### src/rtl/shift_ctrl_pkg.sv
// -----------------------------------------------------------------------------
// shift_ctrl_pkg
// Shared types and constants for the shift arbiter controller.
//   state_e     : controller FSM states (idle, shifting a frame, inter-frame gap)
//   REQ_ID_0/1  : requester identifiers carried with each frame
//   GAP_CNT_W   : width of the inter-frame gap counter (gap length 0..15)
//   cnt_width() : width of a counter that must hold the values 0..width
// -----------------------------------------------------------------------------
package shift_ctrl_pkg;

    typedef enum logic [1:0] {
        ST_IDLE  = 2'd0,
        ST_SHIFT = 2'd1,
        ST_GAP   = 2'd2
    } state_e;

    localparam logic REQ_ID_0 = 1'b0;
    localparam logic REQ_ID_1 = 1'b1;

    localparam int GAP_CNT_W = 4;

    // Bits needed to count from 0 up to and including width.
    function automatic int cnt_width(input int width);
        return $clog2(width + 1);
    endfunction

endpackage

### src/rtl/shift_arbiter_ctrl_rr_arb2.sv
// -----------------------------------------------------------------------------
// rr_arb2
// Two-requester round-robin arbiter. The grant is combinational; the
// last-grant pointer only moves when the caller reports an accepted transfer.
// Ports:
//   clk, reset  : clock, synchronous active-high reset
//   req0_i/1_i  : request lines
//   en_i        : grants may only be issued while enabled
//   accept_i    : a granted transfer completed this cycle (pointer update)
//   gnt0_o/1_o  : one-hot grant, qualified by en_i
//   gnt_id_o    : id of the requester that would be granted
// -----------------------------------------------------------------------------
module rr_arb2
    import shift_ctrl_pkg::*;
(
    input  logic clk,
    input  logic reset,
    input  logic req0_i,
    input  logic req1_i,
    input  logic en_i,
    input  logic accept_i,
    output logic gnt0_o,
    output logic gnt1_o,
    output logic gnt_id_o
);

    logic last_q;
    logic gnt_id_s;

    // Pick the winner: a lone requester always wins; on contention the one
    // not granted last time wins. Reset value of last_q makes req0 win first.
    always_comb begin
        gnt_id_s = REQ_ID_0;
        if (req0_i && req1_i) begin
            gnt_id_s = (last_q == REQ_ID_1) ? REQ_ID_0 : REQ_ID_1;
        end else if (req1_i) begin
            gnt_id_s = REQ_ID_1;
        end else begin
            gnt_id_s = REQ_ID_0;
        end
    end

    assign gnt0_o   = en_i && req0_i && (gnt_id_s == REQ_ID_0);
    assign gnt1_o   = en_i && req1_i && (gnt_id_s == REQ_ID_1);
    assign gnt_id_o = gnt_id_s;

    // Last-grant pointer, moved only on an accepted transfer.
    always_ff @(posedge clk) begin
        if (reset) begin
            last_q <= REQ_ID_1;
        end else if (accept_i) begin
            last_q <= gnt_id_s;
        end else begin
            last_q <= last_q;
        end
    end

endmodule

### src/rtl/shift_arbiter_ctrl.sv
// -----------------------------------------------------------------------------
// shift_arbiter_ctrl
// Shares one serial shift channel between two parallel-word requesters.
// The granted word is shifted out MSB-first while `frame` is high; the bits
// seen on serial_in during the same frame are collected and returned as a
// one-cycle parallel response tagged with the owning requester.
// Ports:
//   clk, reset             : clock, synchronous active-high reset
//   reqN_valid/data/ready  : parallel request handshake (ready is combinational)
//   serial_out, frame      : registered serial transmit bit and frame strobe
//   serial_in              : receive bit, sampled while frame is high
//   rsp_valid/data/id      : registered response, data/id held until next one
//   busy                   : controller is not idle
// -----------------------------------------------------------------------------
module shift_arbiter_ctrl
    import shift_ctrl_pkg::*;
#(
    parameter int WIDTH = 4,
    parameter int GAP   = 1
) (
    input  logic             clk,
    input  logic             reset,
    input  logic             req0_valid,
    input  logic [WIDTH-1:0] req0_data,
    output logic             req0_ready,
    input  logic             req1_valid,
    input  logic [WIDTH-1:0] req1_data,
    output logic             req1_ready,
    output logic             serial_out,
    output logic             frame,
    input  logic             serial_in,
    output logic             rsp_valid,
    output logic [WIDTH-1:0] rsp_data,
    output logic             rsp_id,
    output logic             busy
);

    localparam int CNT_W = cnt_width(WIDTH);

    state_e                 state_q, state_d;
    logic [CNT_W-1:0]       bit_cnt_q, bit_cnt_d;
    logic [GAP_CNT_W-1:0]   gap_cnt_q, gap_cnt_d;
    logic [WIDTH-1:0]       tx_q, tx_d;
    logic [WIDTH-1:0]       rx_q, rx_d;
    logic [WIDTH-1:0]       rsp_data_q, rsp_data_d;
    logic                   id_q, id_d;
    logic                   serial_out_q, serial_out_d;
    logic                   frame_q, frame_d;
    logic                   rsp_valid_q, rsp_valid_d;
    logic                   rsp_id_q, rsp_id_d;

    logic                   arb_en_s;
    logic                   gnt0_s, gnt1_s, gnt_id_s;
    logic                   accept_s;
    logic                   last_bit_s;
    logic                   gap_done_s;
    logic [WIDTH-1:0]       sel_data_s;

    assign arb_en_s   = (state_q == ST_IDLE);
    assign accept_s   = gnt0_s || gnt1_s;
    assign sel_data_s = (gnt_id_s == REQ_ID_1) ? req1_data : req0_data;
    assign last_bit_s = (bit_cnt_q == CNT_W'(WIDTH - 1));
    // Only meaningful when GAP >= 1; the gap state is unreachable otherwise.
    assign gap_done_s = (gap_cnt_q == GAP_CNT_W'(GAP - 1));

    rr_arb2 u_arb (
        .clk      (clk),
        .reset    (reset),
        .req0_i   (req0_valid),
        .req1_i   (req1_valid),
        .en_i     (arb_en_s),
        .accept_i (accept_s),
        .gnt0_o   (gnt0_s),
        .gnt1_o   (gnt1_s),
        .gnt_id_o (gnt_id_s)
    );

    // FSM state register.
    always_ff @(posedge clk) begin
        if (reset) begin
            state_q <= ST_IDLE;
        end else begin
            state_q <= state_d;
        end
    end

    // FSM next-state logic.
    always_comb begin
        state_d = state_q;
        case (state_q)
            ST_IDLE: begin
                if (accept_s) begin
                    state_d = ST_SHIFT;
                end else begin
                    state_d = ST_IDLE;
                end
            end
            ST_SHIFT: begin
                if (last_bit_s) begin
                    state_d = (GAP == 0) ? ST_IDLE : ST_GAP;
                end else begin
                    state_d = ST_SHIFT;
                end
            end
            ST_GAP: begin
                if (gap_done_s) begin
                    state_d = ST_IDLE;
                end else begin
                    state_d = ST_GAP;
                end
            end
            default: state_d = ST_IDLE;
        endcase
    end

    // FSM outputs: handshake readies and next values of the datapath/output
    // registers. serial_out/frame are computed one cycle ahead so that the
    // registered outputs line up with the bit being shifted.
    always_comb begin
        req0_ready   = gnt0_s;
        req1_ready   = gnt1_s;
        tx_d         = tx_q;
        rx_d         = rx_q;
        bit_cnt_d    = bit_cnt_q;
        gap_cnt_d    = gap_cnt_q;
        id_d         = id_q;
        serial_out_d = 1'b0;
        frame_d      = 1'b0;
        rsp_valid_d  = 1'b0;
        rsp_data_d   = rsp_data_q;
        rsp_id_d     = rsp_id_q;
        case (state_q)
            ST_IDLE: begin
                if (accept_s) begin
                    // MSB goes straight to the output register; the rest waits in tx.
                    serial_out_d = sel_data_s[WIDTH-1];
                    tx_d         = sel_data_s << 1;
                    frame_d      = 1'b1;
                    id_d         = gnt_id_s;
                    bit_cnt_d    = '0;
                    rx_d         = '0;
                end else begin
                    tx_d = tx_q;
                end
            end
            ST_SHIFT: begin
                rx_d      = (rx_q << 1) | {{(WIDTH-1){1'b0}}, serial_in};
                bit_cnt_d = bit_cnt_q + CNT_W'(1);
                if (last_bit_s) begin
                    // Final bit captured this cycle: publish response next cycle.
                    rsp_valid_d = 1'b1;
                    rsp_data_d  = rx_d;
                    rsp_id_d    = id_q;
                    gap_cnt_d   = '0;
                end else begin
                    serial_out_d = tx_q[WIDTH-1];
                    tx_d         = tx_q << 1;
                    frame_d      = 1'b1;
                end
            end
            ST_GAP: begin
                gap_cnt_d = gap_cnt_q + GAP_CNT_W'(1);
            end
            default: begin
                gap_cnt_d = '0;
            end
        endcase
    end

    // Datapath and registered outputs.
    always_ff @(posedge clk) begin
        if (reset) begin
            tx_q         <= '0;
            rx_q         <= '0;
            bit_cnt_q    <= '0;
            gap_cnt_q    <= '0;
            id_q         <= REQ_ID_0;
            serial_out_q <= 1'b0;
            frame_q      <= 1'b0;
            rsp_valid_q  <= 1'b0;
            rsp_data_q   <= '0;
            rsp_id_q     <= REQ_ID_0;
        end else begin
            tx_q         <= tx_d;
            rx_q         <= rx_d;
            bit_cnt_q    <= bit_cnt_d;
            gap_cnt_q    <= gap_cnt_d;
            id_q         <= id_d;
            serial_out_q <= serial_out_d;
            frame_q      <= frame_d;
            rsp_valid_q  <= rsp_valid_d;
            rsp_data_q   <= rsp_data_d;
            rsp_id_q     <= rsp_id_d;
        end
    end

    assign serial_out = serial_out_q;
    assign frame      = frame_q;
    assign rsp_valid  = rsp_valid_q;
    assign rsp_data   = rsp_data_q;
    assign rsp_id     = rsp_id_q;
    assign busy       = (state_q != ST_IDLE);

endmodule

### config.mk
export PLATFORM = sky130hd
export DESIGN_NAME = shift_arbiter_ctrl
export DESIGN_NICKNAME = d
export VERILOG_FILES = /design/src/rtl/shift_ctrl_pkg.sv /design/src/rtl/shift_arbiter_ctrl_rr_arb2.sv /design/src/rtl/shift_arbiter_ctrl.sv
export SDC_FILE = /design/constraint.sdc
export NUM_CORES = 1
export LEC_CHECK = 0
export BUFFER_PORTS_ARGS = -buffer_cell sky130_fd_sc_hd__buf_2
export CORE_MARGIN = 2
export CORE_UTILIZATION = 25
export CTS_CLUSTER_DIAMETER = 80
export DETAILED_ROUTE_END_ITERATION = 7
export PLACE_DENSITY_LB_ADDON = 0.05
export SLEW_MARGIN = 20
export SYNTH_ARGS = -nofsm -noshare
export SYNTH_HDL_FRONTEND = slang
export SYNTH_SLANG_ARGS = --single-unit
### constraint.sdc
create_clock -name clk -period 1.5 [get_ports clk]
set_input_delay 0.375 -clock clk [delete_from_list [all_inputs] [get_ports clk]]
set_output_delay 0.375 -clock clk [all_outputs]
set_load 0.005 [all_outputs]
# After elaboration in Yosys (flattened, before gate mapping)
# Cells that the tools add are included.
# classes
n_mux,24
bitwise_logic,4
n_reduce_logical,16
n_addsub,2
n_eq_ne,6
# ops
op,n
$mux W4,4
$pmux W3 S2,2
$pmux W4 S3,1
$mux W1,9
$pmux W4 S2,1
$reduce_and A2 Y1,4
$mux W3,2
$ne A2 B2 Y1 const B,3
$pmux W2 S3,1
$logic_and A1 B1 Y1,5
$add A4 B1 Y4 const B,1
$logic_not A4 Y1,1
$mux W2,2
$or A4 B1 Y4,1
$pmux W1 S2,2
$reduce_bool A2 Y1,2
$add A3 B1 Y3 const B,1
$eq A3 B2 Y1 const B,1
$not A1 Y1,3
$reduce_and A3 Y1,1
$eq A2 B1 Y1 const B,1
$eq A2 B2 Y1 const B,1
$logic_not A2 Y1,1
$reduce_or A2 Y1,1
$logic_or A1 B1 Y1,1
# totals
ff_bits,26
input_bits,13

# Longest topological paths before layout
# Gate-level depths: netlist (run 1).
# depth
ltp_word,7
depth_mapped,6
ltp_nobuf,5

# Hierarchy
# A second synthesis (run 1) with hierarchy kept.
# hier_totals
hier_cells,129
area_unflattened_um2,1137.3
# modules_own_cells
mod,area_each_um2,cells_each,instances,seq_area_each_um2
shift_arbiter_ctrl,1072.3,121,1,480.5
rr_arb2,65.1,8,1,20.0

# Least setup slack after synthesis (run 1)
# Ideal clock, no wire load.
# synth_timing
path_type,reg-to-reg
start,register bit_cnt_q[0]
end,register tx_q[2]
setup_time_ns,0.133
path_stages_with_launch,7
t_arrival_ns,1.451
setup_slack_ns,-0.085
t_required_ns,1.367
n_path_buf,1
cell_sequence,dfxtp_1 > ha_1 > ha_1 > buf_2 > or3b_2 > a21oi_1 > a311oi_1
# synth_between
elab_chain_len,3
# synth_rtl
item,line_no,text
from (decl),shift_arbiter_ctrl.sv:41,"logic [CNT_W-1:0] bit_cnt_q, bit_cnt_d;"
from (signal assigned),shift_arbiter_ctrl.sv:186,bit_cnt_q <= bit_cnt_d;
$eq A3 B2 Y1,shift_arbiter_ctrl.sv:62,assign last_bit_s = (bit_cnt_q == CNT_W'(WIDTH - 1));
named net last_bit_s,shift_arbiter_ctrl.sv:55,logic last_bit_s;
$ne A2 B2 Y1 (no line),-,
$reduce_and A3 Y1 (no line),-,
to (signal assigned),shift_arbiter_ctrl.sv:184,tx_q <= tx_d;
to (decl),shift_arbiter_ctrl.sv:43,"logic [WIDTH-1:0] tx_q, tx_d;"
# The timed path passes the listed nets, and every way through them passes these cells.
# A chain may end at the register's enable or synchronous reset.

# Worst setup path after layout (run 1)
# layout_timing
start,register state_q[1]
end,output port req0_ready
# layout_between
elab_chain_len,3
# layout_rtl
item,line_no,text
from (decl),shift_arbiter_ctrl.sv:40,"state_e state_q, state_d;"
from (signal assigned),shift_arbiter_ctrl.sv:83,state_q <= state_d;
$logic_not A2 Y1,shift_arbiter_ctrl.sv:59,assign arb_en_s = (state_q == ST_IDLE);
$logic_and A1 B1 Y1 (2 in series),shift_arbiter_ctrl_rr_arb2.sv:43,assign gnt0_o = en_i && req0_i && (gnt_id_s == REQ_ID_0);
to (decl),shift_arbiter_ctrl.sv:25,"output logic req0_ready,"
# Every way passes these cells.

==> reports/qor.yml, run 1 <==
setup_path:
  worstReg2RegEnd: "gap_cnt_q[3]"
  timing.critical_path.required_ns: 1.12
  crit_fanout: 3
  rr_worst_depth: 6
  crit-reg2reg-launch: "state_q[1]"
  cp_data_arrival_time_ns: 1.23
  critical_path.endpoint_type: "output port"
  cp-endpoint: "req0_ready"
  crit_path_start: "state_q[1]"
  setup.worst_path.start_class: "flop"
  ff2ff_setup_slack_ns: 0.02
  path_type_of_the_worst_setup_path: "reg -> out"
floorplanning:
  die_width_um: 71.3
  placeableCoreArea_um2: 4350
  io-pin-count: 24
  die_ht_um: 71.3
  initial_core_util_pct: 26.0
  die_area_um2: 5090
  std_cell_rows: 24
synth:
  mappedNetlistArea_um2: 1130
  synth_nets: 149
  yosys_warnings: 0
  yosysSeqAreaShare_pct: 44.2
  gate_count_after_technology_mapping: 132
  postSynthAreaPerCell_um2: 8.59
  yosysUniqueCellTypes: 30
  synth.ff_latch_count: 25
clocking:
  cts_htree_levels: 1
  clock_insertion_delay_worst_skew_ns: 0.27
  clock_tree.buffer_depth: 2
  clk_transition_reported_paths_ns: 0.09
  tritoncts_clock_tree: "built"
  cts_sinks: 25
  cts_bufs_inserted: 3
  cts_root_buf: "clkbuf_8"
finish:
  antenna_cells_inserted: 0
  num-nets-final: 187
  sequential_cell_area_um2: 509
  final_area_um2: 1530
  fraction_of_layout_cells_with_a_size_suffix_above_1_pct: 38.5
  fillers: 456
  final_core_utilization_pct: 35.0
  area.growth.synth_to_final_pct: 34.5
  final_cell_mix: "23 x buf_2, 22 x dfxtp_1, 16 x a21oi_1"
  most_common_cell_after_layout_fill_and_taps_aside: "buf_2"
  multiInputGateArea_um2: 632
placed_design:
  dpl_worst_slack_ns: 0.0167
  detailed_place.area_um2: 1380
  detailedPlacementHpwl_um: 1960
  portBuffers: 23
  gp_congestion: 0.717
pwr:
  power.ir.vdd_worst_uv: 254
  leakage_nw: 0.625
  p_total_mw: 1.27
  pwr_density_cell_nw_per_um2: 836
sta:
  final-hold-violation-count: 0
  timing.final.crit_share_pct: 107
  maxSlewHeadroom_pct: 75.2
  setup_slack_ns: -0.100
  fmax_mhz: 625
  setup_repair_after_global_routing_missed_its_margin: "true"
  final_critical_path_time_including_i_o_delays_and_setup_ns: 1.60
  fin_worst_skew_ns: 0.00749
  slew_violations: 0
  worst_slew_pin_tran_ns: 0.372
  setup_tns_ns: -0.192
  setup_viol_count_final: 3
global_route:
  first_global_vias: 1035
  grt_antenna_before_repair: 0
  pin_count_of_the_biggest_net_entering_global_routing: 19
  gr_overflow_total: 0
  globalRouteTotalUtil_pct: 11.7
  grt_pass1_wl_um: 4770
detailed_routing:
  vias: 1044
  route.detailed.wl_per_inst_um: 12.7
  finalWirelength_um: 2810
  first_pass_iters: 4
  drc: 0
  drtAntennaViolNets: 0
  drt-vias-per-instance: 4.72
  detail_route.iter0.violations: 27
worst_hold_path:
  instance_count_along_the_most_critical_hold_path: 3
  hold_path_class: "in -> reg"
outcome:
  status: "finished, violations left"
  failed_checks: "setup timing"
run:
  timing.max_cap.violations: 0
## how the worst min path moves through the flow
stage | start | to
after global routing | serial_in | rx_q[0]
final | serial_in | rx_q[0]
after detailed placement | rsp_data[1] | rsp_data[1]
after global placement | rsp_id | rsp_id
after floorplan | rx_q[2] | rsp_data[3]
after CTS | serial_in | rx_q[0]
## repair_timing
| item | CTS | global route |
|---|---|---|
| setup buffers | 4 | 2 |
| endpoints found under the hold margin | 0 | 0 |
| pin swaps | 2 | 3 |
| setup endpoints to repair | 3 | 9 |
| resized for setup | 8 | 11 |
| hold buffers | 0 | 0 |
## power breakdown
group	switching (mW)	total, mW	internal, mW
logic	0.0833	0.171	0.0874
clock network	0.218	0.404	0.186
registers	0.0154	0.700	0.685
## worst max-delay path, cell delays in order, from the launching register on
cell and delay, ns:
dfxtp_4 0.36, or3b_4 0.41, nor2_2 0.08, buf_2 0.11
## synth_stat cells
cell | count | area [um^2]
a22oi_1 | 2 | 15.0
or3b_4 | 1 | 11.3
a311oi_1 | 3 | 26.3
dfxtp_1 | 25 | 500
ha_1 | 4 | 50.1
inv_1 | 4 | 15.0
nand3_1 | 13 | 65.1
a21oi_2 | 1 | 8.76
a21oi_1 | 19 | 95.1
a221o_1 | 1 | 10.0
buf_6 | 1 | 11.3
buf_2 | 3 | 15.0
nor2_1 | 9 | 33.8
and2b_2 | 2 | 17.5
a21boi_1 | 1 | 7.51
nand2b_1 | 4 | 25.0
clkbuf_1 | 3 | 11.3
a21bo_2 | 1 | 10.0
or3b_2 | 3 | 26.3
mux2i_1 | 2 | 20.0
o21bai_1 | 1 | 7.51
nand3b_1 | 2 | 15.0
and2_4 | 1 | 8.76
nor3_1 | 1 | 5.00
nor2b_1 | 3 | 18.8
or3_1 | 1 | 6.26
o21ai_0 | 10 | 50.1
a31oi_1 | 1 | 6.26
o31ai_1 | 1 | 7.51
nand2_1 | 9 | 33.8
## per-layer routing
layer,up-vias,track usage [%],wire [um]
met5,-,0,0
met4,0,3.77,19
met3,2,1.69,53
met2,14,19.5,1330
met1,485,15.5,1400
li1,543,-,-
## state kept, by name, summed over array words and instances (netlist names), 2 cells and up
name	cells
gap_cnt_q	4
rsp_data	4
bit_cnt_q	3
rx_q	3
tx_q	3
state_q	2
## cell families (layout without fill, tap and decap cells)
logic type | count (synthesis) | count (layout) | share of synthesized area [%]
flops | 25 | 25 | 44.2
compound gates | 41 | 41 | 21.5
buf+inv | 11 | 48 | 4.63
mux | 2 | 2 | 1.77
simple gates | 49 | 49 | 23.5
fa+ha+maj | 4 | 4 | 4.42
## area by class of cell
type / instances / area share [%]
multi-input combinational: 96 / 41.4
sequential: 25 / 33.4
timing repair buffer: 40 / 16.9
tap: 52 / 4.27
clock buffer: 3 / 2.71
inverter: 4 / 0.984
clock inverter: 1 / 0.328
## stage by stage
stage,std cells,hold WS [ns]
floorplan,132,0.440
global placement,211,0.441
detailed placement,211,0.451
CTS,219,0.349
global route,221,0.377
finish,221,0.354
Note: power is estimated with default switching activity, not from simulation.
==> inputs of run 2 (changes only) <==
- ABC_AREA: default -> 1
==> run 2 against run 1 <==
- the flow now finishes without violations
- sequential power up 2%
- largest power group unchanged
- cell count grew 7.7%
- cell area is 8.7% lower
==> reports/qor.yml, run 2 <==
sta:
  fmax_mhz: 696  # +11%
  timing.final.crit_share_pct: 95.7  # -11 points
  setup_repair_after_global_routing_missed_its_margin: "true"
  final_critical_path_time_including_i_o_delays_and_setup_ns: 1.44  # -0.164 ns
  fin_worst_skew_ns: 0.00335  # -0.00415 ns
  setup_viol_count_final: 0  # -3
  worst_slew_pin_tran_ns: 0.326  # -0.0463 ns
  final-hold-violation-count: 0  # unchanged
  slew_violations: 0  # unchanged
  maxSlewHeadroom_pct: 78.2  # +3.0 points
global_route:
  globalRouteTotalUtil_pct: 11.4  # -0.30 points
  gr_overflow_total: 0  # unchanged
  first_global_vias: 1016  # -1.8%
  met1_usage_pct: 14.4  # -1.0 points
  global_route.peak_usage_layer: "met2"
  grt_pass1_wl_um: 4530  # -5.2%
  grt_antenna_before_repair: 0  # unchanged
  pin_count_of_the_biggest_net_entering_global_routing: 16  # -3
  use_met2_pct: 19.3  # -0.26 points
  groute.layer.met3.usage_pct: 2.02  # +0.33 points
finish:
  sequential_cell_area_um2: 503  # -1.2%
  final_core_utilization_pct: 32.4  # -2.6 points
  area.growth.synth_to_final_pct: 26.8
  post_layout_nonfiller_instances: 238  # +7.7%
  final_cell_mix: "37 x nand2_1, 23 x dfxtp_1, 23 x buf_2"
  fillers: 488  # +7.0%
  num-nets-final: 204  # +9.1%
  multiInputGateArea_um2: 529  # -16%
  fraction_of_layout_cells_with_a_size_suffix_above_1_pct: 25.3  # -13 points
  antenna_cells_inserted: 0  # unchanged
  most_common_cell_after_layout_fill_and_taps_aside: "nand2_1"
setup_path:
  critical_path_buf_inv_count: 1  # unchanged
  crit_fanout: 4  # +1
  max_stage_delay_ns: 0.36  # -0.05 ns
  path_type_of_the_worst_setup_path: "reg -> out"
  timing.critical_path.cells: "nor2_4 > nand2_1 > nor2_1 > buf_2"
  cp_data_arrival_time_ns: 1.06  # -0.17 ns
  critical_path.endpoint_type: "output port"
  setup.worst_path.start_class: "flop"
  critical_path_top_delay_cell: "dfxtp_1"
  cpLargestDelayFamily: "flip-flops"
  ff2ff_setup_slack_ns: 0.13  # +0.11 ns
  timing.critical_path.required_ns: 1.12  # about the same
outcome:
  status: "completed"
placed_design:
  portBuffers: 23  # unchanged
  place_inst: 234  # +11%
  gp_congestion: 0.757  # +5.6%
  detailedPlacementHpwl_um: 1940  # -1.1%
synth:
  gate_count_after_technology_mapping: 153  # +16%
  synth_top_area_share_pct: 45.6  # +1.4 points
  async_flop_share_pct: 0  # unchanged
  postSynthAreaPerCell_um2: 7.18  # -16%
  synth_nets: 170  # +14%
  postSynth.topFlopCell: "dfxtp_1"
  synth_most_common_cell: "nand2_1"
  synth-edff-count: 0  # unchanged
  synth_top_cells_by_count: "40 x nand2_1, 25 x dfxtp_1, 21 x nor2_1"
  library_cell_occupying_the_most_area_in_the_post_synthesis_netlist: "dfxtp_1"
  yosysSeqAreaShare_pct: 45.6  # +1.4 points
  yosysUniqueCellTypes: 19  # -37%
  mappedNetlistArea_um2: 1100  # -3.1%
  yosys_warnings: 0  # unchanged
  synth_area_leaders: "dfxtp_1 46%, nand2_1 14%, nor2_1 7.2%"
  synth.ff_latch_count: 25  # unchanged
detailed_routing:
  detail_route.iter0.violations: 56  # +110%
  first_pass_iters: 4  # unchanged
  vias: 1014  # -2.9%
  drt-vias-per-instance: 4.26  # -9.8%
  finalWirelength_um: 2550  # -9.3%
  drc: 0  # unchanged
  route.detailed.wl_per_inst_um: 10.7  # -16%
  drtAntennaViolNets: 0  # unchanged
clocking:
  cts_sinks: 25  # unchanged
  hold_buffers: 0  # unchanged
  clock_tree.buffer_depth: 2  # unchanged
  cts_bufs_inserted: 3  # unchanged
  tritoncts_clock_tree: "built"
  clock_insertion_delay_worst_skew_ns: 0.27  # about the same
  clk_transition_reported_paths_ns: 0.09  # about the same
  cts_htree_levels: 1  # unchanged
  cts_root_buf: "clkbuf_8"
  cts_setup_buffers: 0  # -4
run:
  timing.max_cap.violations: 0  # unchanged
worst_hold_path:
  hold_path_class: "in -> reg"
floorplanning:
  io-pin-count: 24  # unchanged
  die_ht_um: 70.3  # -1.5%
  die_width_um: 70.3  # -1.5%
  initial_core_util_pct: 25.6  # -0.45 points
  std_cell_rows: 24  # unchanged
  placeableCoreArea_um2: 4290  # -1.4%
  die_area_um2: 4940  # -2.9%
pwr:
  pwr_density_cell_nw_per_um2: 941  # +13%
  power.ir.vdd_worst_uv: 315  # +24%
  leakage_nw: 0.686  # +9.9%
run 2: cell types whose count changed after synthesis, sizes merged, moves of 3 or more:
cell    delta
nor2      +13
nand2     +31
nor2b      -3
inv       +14
buf        -3
nand2b     -4
or3b       -4
a21oi      -7
a311oi     -3
run 2: kinds of logic after synthesis:
group,after synthesis,share of synthesized area (%)
AOI/OAI and AO/OA,24,11.8
xor gates and xnor gates,1,0.797
adders and majority gates,4,4.56
buffers and inverters,21,7.86
DFF,25,45.6
and+or+nand+nor,78,29.4
run 2: area by class of cell:
class                           count  share of cell area, %
Sequential cell                    25                   36.1
Inverter                           19                   5.12
Clock inverter                      1                  0.539
Tap cell                           52                   4.67
Multi-Input combinational cell    107                   38.0
Clock buffer                        3                   2.96
Timing Repair Buffer               31                   12.6
run 2: worst paths after layout:
kind | end | start | cells past startpoint
setup / recovery | req0_ready | state_q[0] | 4
hold / removal | rsp_data[0] | serial_in | 3
setup reg to reg | tx_q[1] | bit_cnt_q[0] | 8
hold reg to reg | bit_cnt_q[0] | bit_cnt_q[0] | 1
run 2: power breakdown:
group / leakage, nW / total (mW) / internal [mW] / switching, mW
Combinational: 0.460 / 0.192 / 0.0801 / 0.112
Clock: 0.0217 / 0.408 / 0.188 / 0.220
Sequential: 0.204 / 0.711 / 0.693 / 0.0172
run 2: what timing repair did:
item	4_1_cts	5_1_grt
endpoints found under the setup margin	3	10
pin swaps	1	0
resized for setup	2	6
run 2: metal layers:
layer  vias to the layer above  share of wire (%)
met5                         -                  0
met4                         0               0.79
met3                         2                4.6
met2                        21                 47
met1                       442                 47
li1                        549                  -
run 2: worst register-to-register path: stages, from the launching register on:
cell,delay (ns)
dfxtp_1,0.33
ha_1,0.20
ha_1,0.17
inv_1,0.10
nand2_1,0.11
nand2_2,0.13
inv_1,0.08
nor2_1,0.11
nor2_1,0.05
run 2: through the flow:
stage	worst slack [ns]	power, mW	instance area (um^2)	hold WS [ns]	TNS (ns)
after detailed placement	0.0786	0.913	1320	0.452	0
after CTS	0.00555	1.33	1380	0.325	0
after global placement	0.119	0.914	1320	0.442	0
after global routing	-0.0233	1.40	1390	0.360	-0.0273
after floorplan	0.227	0.833	1100	0.429	0
final	0.0638	1.31	1390	0.326	0
==> inputs of run 3 (changes only) <==
- clock period: 1.5 -> 1.4 ns (I/O delays scaled with it)
==> run 3 against run 2 <==
- sequential power increased by 7.0%
- cell count is 1.3% higher
- non-clock buffer count rose by 3
- utilization rose by 0.67 points
- clock power grew 6.6%
- hold slack worse by 0.041 ns
- register-to-register slack lost 0.03 ns
- cell area rose by 2.1%
- wire length is 4.0% higher
==> reports/qor.yml, run 3 (synthesis gave the netlist of run 2 again) <==
pwr:
  p_total_mw: 1.42  # +8.2%
  leakage_nw: 0.700  # +2.0%
  pwr_density_cell_nw_per_um2: 997  # +6.0%
  power.ir.vdd_worst_uv: 448  # +42%
sta:
  fmax_mhz: 725
  final_critical_path_time_including_i_o_delays_and_setup_ns: 1.38
  final-hold-violation-count: 0  # unchanged
  setup_slack_ns: 0.0204  # -0.0435 ns
  setup_repair_after_global_routing_missed_its_margin: "true"
  maxSlewHeadroom_pct: 79.4  # +1.2 points
  worst_slew_pin_tran_ns: 0.308  # -0.0178 ns
  slew_violations: 0  # unchanged
  setup_viol_count_final: 0  # unchanged
  fin_worst_skew_ns: 0.00146  # -0.00188 ns
  timing.final.crit_share_pct: 98.5
  finalHoldWorstSlack_ns: 0.284  # -0.0413 ns
detailed_routing:
  finalWirelength_um: 2650  # +4.0%
  route.detailed.wl_per_inst_um: 11.0  # +2.8%
  drc: 0  # unchanged
  drtAntennaViolNets: 0  # unchanged
  detail_route.iter0.violations: 58  # +3.6%
  vias: 1038  # +2.4%
  drt-vias-per-instance: 4.31  # +1.1%
  first_pass_iters: 5  # +1
placed_design:
  dpl_worst_slack_ns: -0.00720  # -0.0858 ns
  detailedPlacementHpwl_um: 1980  # +1.9%
  gp_congestion: 0.797  # +5.4%
  portBuffers: 23  # unchanged
setup_path:
  cpLargestDelayFamily: "flip-flops"
  cp_data_arrival_time_ns: 1.03  # -0.03 ns
  critical_path_top_delay_cell: "dfxtp_4"
  crit_fanout: 4  # unchanged
  max_stage_delay_ns: 0.37  # about the same
  setup.worst_path.start_class: "flop"
  timing.critical_path.required_ns: 1.05  # -0.07 ns
  critical_path.endpoint_type: "output port"
  critical_path_buf_inv_count: 1  # unchanged
  timing.critical_path.cells: "nor2_4 > nand2_1 > nor2_1 > buf_2"
  path_type_of_the_worst_setup_path: "reg -> out"
global_route:
  pin_count_of_the_biggest_net_entering_global_routing: 16  # unchanged
  grt_pass1_wl_um: 4530  # unchanged
  groute.layer.met3.usage_pct: 3.46  # +1.4 points
  global_route.peak_usage_layer: "met2"
  met1_usage_pct: 13.9  # -0.49 points
  globalRouteTotalUtil_pct: 11.4  # +0.076 points
  use_met2_pct: 19.4  # +0.10 points
  grt_antenna_before_repair: 0  # unchanged
  first_global_vias: 1016  # unchanged
  gr_overflow_total: 0  # unchanged
clocking:
  clock_tree.buffer_depth: 2  # unchanged
  cts_htree_levels: 1  # unchanged
  tritoncts_clock_tree: "built"
  clock_insertion_delay_worst_skew_ns: 0.27  # about the same
  cts_root_buf: "clkbuf_8"
  clk_transition_reported_paths_ns: 0.09  # about the same
  cts_bufs_inserted: 3  # unchanged
  cts_sinks: 25  # unchanged
floorplanning:
  std_cell_rows: 24  # unchanged
  initial_core_util_pct: 25.6  # unchanged
  io-pin-count: 24  # unchanged
  placeableCoreArea_um2: 4290  # unchanged
  die_area_um2: 4940  # unchanged
  die_width_um: 70.3  # unchanged
  die_ht_um: 70.3  # unchanged
finish:
  num-nets-final: 207  # +1.5%
  area.growth.synth_to_final_pct: 29.4
  fraction_of_layout_cells_with_a_size_suffix_above_1_pct: 30.2  # +4.9 points
  final_core_utilization_pct: 33.1  # +0.67 points
  antenna_cells_inserted: 0  # unchanged
  most_common_cell_after_layout_fill_and_taps_aside: "nand2_1"
  fillers: 484  # -0.82%
  final_cell_mix: "35 x nand2_1, 23 x buf_2, 21 x dfxtp_1"
outcome:
  status: "completed"
run:
  timing.max_cap.violations: 0  # unchanged
worst_hold_path:
  hold_path_class: "in -> reg"
## run 3: cell types whose count changed in the layout (fill, tap and decap cells not counted), sizes merged
| cell | before | now |
|---|---|---|
| clkbuf | 3 | 4 |
| clkinvlp | 1 | 0 |
| buf | 31 | 34 |
## run 3: repair_timing
| action | in CTS | in global routing |
|---|---|---|
| resized for setup | 9 | 8 |
| endpoints found under the setup margin | 4 | 14 |
| pin swaps | 1 | 5 |
| hold buffers | 0 | 0 |
| setup buffers | 1 | 3 |
## run 3: cell type report
cell class	count	area [um^2]	share of cell area [%]
Clock buffer	4	45.0	3.17
Sequential cell	25	508	35.7
Multi-Input combinational cell	107	534	37.6
Tap cell	52	65.1	4.58
Timing Repair Buffer	34	198	13.9
Inverter	19	71.3	5.02
## run 3: report_power, final
part	internal [mW]	leakage [nW]	switching (mW)
Combinational	0.0959	0.472	0.126
Clock	0.204	0.0228	0.231
Sequential	0.742	0.205	0.0188
Total	1.04	0.700	0.376
## run 3: worst reg2reg max path: stages, from the launching register on
cell and delay, ns:
dfxtp_4 0.37, buf_4 0.14, nor2_4 0.20, inv_2 0.06, buf_4 0.17, or2_0 0.20
a21oi_1 0.11
## run 3: per-layer routing
metal / routed length [um] / share of wire [%]
met1: 1310 / 49
met2: 1210 / 45
met3: 114 / 4.3
met4: 19 / 0.72
met5: 0 / 0
## run 3: metrics by stage
step | area (um^2) | cells | TNS [ns]
after floorplan | 1100 | 153 | 0
after global placement | 1320 | 233 | 0
after detailed placement | 1320 | 233 | -0.00720
after CTS | 1390 | 238 | 0
after global routing | 1420 | 241 | -0.0882
final | 1420 | 241 | 0
## run 3: final timing paths
check,from,to,slack (ns),cells past startpoint
max,state_q[1],req0_ready,0.02,4
min,serial_in,rsp_data[0],0.28,3
max reg2reg,state_q[1],bit_cnt_q[2],0.10,6
min reg2reg,bit_cnt_q[0],bit_cnt_q[0],0.44,1
